==> src/rtl/game_pace_controller.sv <==
// Game sequencer: IDLE/PLAY/PAUSE/OVER FSM, 4-digit BCD score, miss counter and pace tick.
// Optional macro STREAK_BONUS_EN: three consecutive Hits make each further Hit worth 2.
module game_pace_controller #(
    parameter int unsigned BASE_PERIOD = 50000000,
    parameter int unsigned STEP_PERIOD = 5000000,
    parameter int unsigned MAX_MISSES  = 3,
    parameter int unsigned CNT_W       = 26
) (
    input  logic       Clock,
    input  logic       Reset_n,
    input  logic       Start,
    input  logic       PauseToggle,
    input  logic       Hit,
    input  logic       Miss,
    input  logic [3:0] Difficulty,
    output logic [3:0] ScoreThousands,
    output logic [3:0] ScoreHundreds,
    output logic [3:0] ScoreTens,
    output logic [3:0] ScoreOnes,
    output logic [3:0] CurDifficulty,
    output logic [3:0] MissCount,
    output logic       Tick,
    output logic       Playing,
    output logic       Paused,
    output logic       GameOver
);

    localparam int unsigned PW = CNT_W + 4;

    typedef enum logic [1:0] {StIdle, StPlay, StPause, StOver} stateT;

    stateT            state, nextState;
    logic [15:0]      score, scoreNext;
    logic [3:0]       missCnt, missNext;
    logic [3:0]       curDiff, clampDiff;
    logic [CNT_W-1:0] tickCnt;
    logic [PW-1:0]    periodLast;
    logic             tickQ, startGame, stayPlay, wrap, missLimit;

    // Saturating BCD increment; 9999 is sticky.
    function automatic logic [15:0] bcdInc(input logic [15:0] s);
        logic [15:0] r;
        logic        carry;
        r     = s;
        carry = (s != 16'h9999);
        for (int i = 0; i < 4; i++) begin
            if (carry) begin
                if (r[4*i +: 4] == 4'd9) begin
                    r[4*i +: 4] = 4'd0;
                end else begin
                    r[4*i +: 4] = r[4*i +: 4] + 4'd1;
                    carry       = 1'b0;
                end
            end
        end
        return r;
    endfunction

    always_comb begin
        if (Difficulty == 4'd0) begin
            clampDiff = 4'd1;
        end else if (Difficulty > 4'd8) begin
            clampDiff = 4'd8;
        end else begin
            clampDiff = Difficulty;
        end
    end

    assign periodLast = PW'(BASE_PERIOD) - PW'(curDiff - 4'd1) * PW'(STEP_PERIOD) - PW'(1);
    assign wrap       = ({{4{1'b0}}, tickCnt} == periodLast);
    assign missNext   = missCnt + 4'd1;
    assign missLimit  = Miss && (missNext == 4'(MAX_MISSES));
    assign startGame  = Start && ((state == StIdle) || (state == StOver));
    // Counter only advances while PLAY persists, so a pause freezes it at the toggle edge.
    assign stayPlay   = (state == StPlay) && (nextState == StPlay);

    // State register
    always_ff @(posedge Clock or negedge Reset_n) begin
        if (!Reset_n) begin
            state <= StIdle;
        end else begin
            state <= nextState;
        end
    end

    // Next-state logic
    always_comb begin
        nextState = state;
        unique case (state)
            StIdle:  if (Start) nextState = StPlay;
            StPlay: begin
                if (missLimit) begin
                    nextState = StOver;
                end else if (PauseToggle) begin
                    nextState = StPause;
                end
            end
            StPause: if (PauseToggle) nextState = StPlay;
            StOver:  if (Start) nextState = StPlay;
            default: nextState = StIdle;
        endcase
    end

    // Output decode
    always_comb begin
        Playing  = 1'b0;
        Paused   = 1'b0;
        GameOver = 1'b0;
        unique case (state)
            StPlay:  Playing  = 1'b1;
            StPause: Paused   = 1'b1;
            StOver:  GameOver = 1'b1;
            default: ;
        endcase
    end

`ifdef STREAK_BONUS_EN
    logic [1:0] streak;

    // A Hit paired with a Miss never earns the bonus.
    always_comb begin
        if ((streak == 2'd3) && !Miss) begin
            scoreNext = bcdInc(bcdInc(score));
        end else begin
            scoreNext = bcdInc(score);
        end
    end

    always_ff @(posedge Clock or negedge Reset_n) begin
        if (!Reset_n) begin
            streak <= 2'd0;
        end else if (startGame) begin
            streak <= 2'd0;
        end else if (state == StPlay) begin
            if (Miss) begin
                streak <= 2'd0;
            end else if (Hit && (streak != 2'd3)) begin
                streak <= streak + 2'd1;
            end
        end
    end
`else
    always_comb scoreNext = bcdInc(score);
`endif

    always_ff @(posedge Clock or negedge Reset_n) begin
        if (!Reset_n) begin
            score   <= 16'h0000;
            missCnt <= 4'd0;
            tickCnt <= '0;
            curDiff <= 4'd1;
            tickQ   <= 1'b0;
        end else begin
            tickQ <= stayPlay && wrap;
            if (startGame) begin
                score   <= 16'h0000;
                missCnt <= 4'd0;
                tickCnt <= '0;
                curDiff <= clampDiff;
            end else if (state == StPlay) begin
                if (Hit) score <= scoreNext;
                if (Miss) missCnt <= missNext;
                if (stayPlay) begin
                    if (wrap) begin
                        tickCnt <= '0;
                        curDiff <= clampDiff;
                    end else begin
                        tickCnt <= tickCnt + CNT_W'(1);
                    end
                end
            end
        end
    end

    assign ScoreThousands = score[15:12];
    assign ScoreHundreds  = score[11:8];
    assign ScoreTens      = score[7:4];
    assign ScoreOnes      = score[3:0];
    assign CurDifficulty  = curDiff;
    assign MissCount      = missCnt;
    assign Tick           = tickQ;

endmodule
==> config.mk <==
export PLATFORM = sky130hd
export DESIGN_NAME = game_pace_controller
export DESIGN_NICKNAME = d
export VERILOG_FILES = /design/src/rtl/game_pace_controller.sv
export SDC_FILE = /design/constraint.sdc
export NUM_CORES = 1
export LEC_CHECK = 0
export ABC_CLOCK_PERIOD_IN_PS = 14000
export BUFFER_PORTS_ARGS = -buffer_cell sky130_fd_sc_hd__buf_2
export CAP_MARGIN = 0
export CORE_UTILIZATION = 45
export DETAILED_ROUTE_END_ITERATION = 12
export GPL_TIMING_DRIVEN = 0
export MAX_ROUTING_LAYER = met4
export PLACE_DENSITY = 0.64
export SLEW_MARGIN = 20
export SYNTH_ARGS = -nofsm -noshare
export SYNTH_HDL_FRONTEND = slang
export SYNTH_SLANG_ARGS = --single-unit
==> constraint.sdc <==
create_clock -name Clock -period 14 [get_ports Clock]
set_input_delay 3.5 -clock Clock [delete_from_list [all_inputs] [get_ports Clock]]
set_output_delay 3.5 -clock Clock [all_outputs]
set_load 0.005 [all_outputs]
==> impl_metrics.json <==
{
  "drtAntennaViolNets": 0,
  "design.core.area_mm2": 0.0132,
  "avgRoutedWirePerCell_um": 15.2,
  "grt_pass1_wl_mm": 23.9,
  "fin_util_pct": 50.3,
  "std_cell_rows": 42,
  "slew_viol_final": 0,
  "syn_area_per_cell_um2": 8.70,
  "io_buffers": 37,
  "rsz0062_at_grt": "false",
  "hp-start": "tickCnt[1]$_DFFE_PN0P_",
  "regToRegStartpoint": "CurDifficulty[0]$_DFFE_PN1P_",
  "rr_endpoint": "tickCnt[24]$_DFFE_PN0P_",
  "ys_types": 85,
  "syn_area_mm2": 0.00608,
  "grt_overflow_total": 0,
  "cts_hold_buf": 0,
  "hold_class": "reg -> reg",
  "worst_setup_path_end_kind": "flip-flop",
  "dr.pass1.iters": 8,
  "path_class": "reg -> reg",
  "initialDrtViolationCount": 244,
  "syn_inst": 699,
  "ys_ff_latch": 53,
  "num_antenna_cells": 0,
  "worstPathRequired_ns": 14.18,
  "clock_latency_ns": 0.29,
  "synth_top_area_share_pct": 21.4,
  "place_ws_ns": 5.42,
  "post-cts-setup-buffers": 0,
  "r2r_setup_slack_ns": 5.45,
  "synth_nets": 809,
  "fin_skew_ns": 0.00798,
  "vias": 5088,
  "period_needed_ns": 8.55,
  "max_freq_ghz": 0.117,
  "grt_max_degree": 54,
  "hold_viol_final": 0,
  "dieArea_mm2": 0.0140,
  "finalNetCount": 853,
  "cp-start-kind": "flip-flop",
  "antenna_found_initial": 0,
  "ctsLongestPathBuffers": 2,
  "die_w_um": 118,
  "tns_ns": 0,
  "critPathMaxFanout": 24,
  "routed-wl-met3_um": 427,
  "clock-sinks": 53,
  "path_clk_slew_ns": 0.07,
  "cts_tree": "done",
  "mostFrequentLayoutCells": "ha_1, nand2_1, nor2_1",
  "grt_pass1_vias": 5095,
  "max_slew_margin_pct": 51.4,
  "clk_root_buffer_cell": "clkbuf_16",
  "htreeDepth": 2,
  "layout_commonest_cell": "ha_1",
  "finalCritPeriodShare_pct": 61.0,
  "drt_wl_total_mm": 14.0,
  "nFillCells": 1255,
  "track_usage_pct": 21.6,
  "drcViolationCount": 1,
  "numCtsBuffers": 5,
  "whs_path_depth": 2,
  "syn_to_final_growth_pct": 9.09,
  "die_h_um": 118,
  "synthArstFlopShare_pct": 100,
  "failed_checks": "design-rule violations",
  "ys_warn_count": 0,
  "setup_slack_ns": 5.45,
  "crit_arrival_ns": 8.72,
  "status": "finished, violations left",
  "drive_gt1_share_pct": 11.3,
  "met1_length_mm": 6.44,
  "top_layer": "met4",
  "ctsResizeCount": 0,
  "vias_per_cell": 5.53,
  "routabilityCongestion": 0.856,
  "synth_area_leader_cell": "dfrtp_1",
  "setup-violations-final": 0,
  "dr_wl_met2_mm": 6.86,
  "hpwl_mm": 11.4,
  "seq_area_frac_synth_pct": 21.8,
  "synth_area_leaders": "dfrtp_1, ha_1, fa_1",
  "worst_slew_pin_slew_ns": 0.728,
  "reg2reg_depth": 26,
  "boundaryPins": 38,
  "synth-edff-count": 0,
  "initial_core_util_pct": 46.1,
  "max_cap_viol_count": 0,
  "ys.flop_type": "dfrtp_1",
  "holdPathEnd": "tickCnt[1]$_DFFE_PN0P_"
}
-- flip-flops by register name (all words and copies together), names as in the netlist --
| register | count |
|---|---|
| Tick | 1 |
| CurDifficulty | 4 |
| score | 16 |
| state | 2 |
| tickCnt | 26 |
| MissCount | 4 |
-- cells by family (layout without fill, tap and decap cells) --
group                      Yosys count  in the layout  share of synthesized area [%]
and+or+nand+nor                    242            242                           19.6
AOI/OAI and AO/OA                  136            136                           16.8
adders and majority gates          100            100                           23.2
xor gates and xnor gates            81             81                           11.7
muxes                               11             11                           1.91
DFF                                 53             53                           21.8
buffers and inverters               76            121                           5.12
-- critical path, stage by stage, from the launching register on --
cell       delay [ns]
dfstp_2          0.43
inv_1            0.28
ha_1             0.23
nor3b_1          0.62
clkbuf_2         0.61
ha_1             0.39
ha_1             0.31
ha_1             0.15
inv_1            0.06
fa_1             0.53
inv_1            0.04
ha_1             0.30
fa_1             0.50
ha_1             0.38
and3_2           0.22
a221oi_2         0.38
o32ai_1          0.13
nor3_1           0.48
nand3_1          0.24
or4_4            0.49
a311o_1          0.38
a211oi_2         0.28
o2111ai_4        0.29
o21ai_4          0.30
buf_6            0.21
buf_12           0.14
nor2_1           0.04
-- Yosys cell counts (5+ instances only) --
library cell and number:
a21oi_1 28, a31oi_1 8, and2_1 9, and3_1 6, clkbuf_1 13, dfrtp_1 52
fa_1 21, ha_1 79, inv_1 58, mux2_2 5, mux2i_1 6, nand2_1 69
nand2b_1 7, nand3_1 20, nand4_1 11, nor2_1 64, nor3_1 16, nor4_1 5
o21a_1 6, o21ai_0 25, or3_1 6, xnor2_1 45, xor2_1 36
-- layout make-up --
class	count	area (um^2)	area share, %
flip-flops and latches	53	1330	20.0
clock buffers	7	133	2.00
multi-input cells	570	4450	67.1
repair buffers	37	188	2.83
plain buffers	17	91.3	1.38
inverters	59	221	3.34
well taps	176	220	3.32
clock inverters	1	5.00	0.0754
-- layer usage --
layer / vias to the layer above / track usage [%]
li1: 2544 / -
met4: 0 / 6.57
met2: 98 / 37.8
met3: 21 / 1.40
met1: 2425 / 26.6
met5: - / -
-- worst max path at each step --
stage,start,slack (ns),cells after the start,end
after floorplan,CurDifficulty[0]$_DFFE_PN1P_,6.49,24,CurDifficulty[3]$_DFFE_PN0P_
after global placement,CurDifficulty[0]$_DFFE_PN1P_,5.07,26,tickCnt[16]$_DFFE_PN0P_
after detailed placement,CurDifficulty[0]$_DFFE_PN1P_,5.42,26,tickCnt[13]$_DFFE_PN0P_
after CTS,CurDifficulty[0]$_DFFE_PN1P_,5.38,26,tickCnt[24]$_DFFE_PN0P_
after global routing,CurDifficulty[0]$_DFFE_PN1P_,4.81,26,tickCnt[18]$_DFFE_PN0P_
final,CurDifficulty[0]$_DFFE_PN1P_,5.45,26,tickCnt[24]$_DFFE_PN0P_
-- per-stage QoR --
step	std cells	hold slack [ns]	cell area, um^2
final	920	0.552	6640
after global routing	920	0.580	6640
after CTS	920	0.551	6640
after detailed placement	912	0.541	6500
after global placement	912	0.531	6490
after floorplan	699	0.518	6080
Power is left out: the tool's default activity adds up to more than one toggle a clock period on the data nets, which glitch-free logic cannot reach.
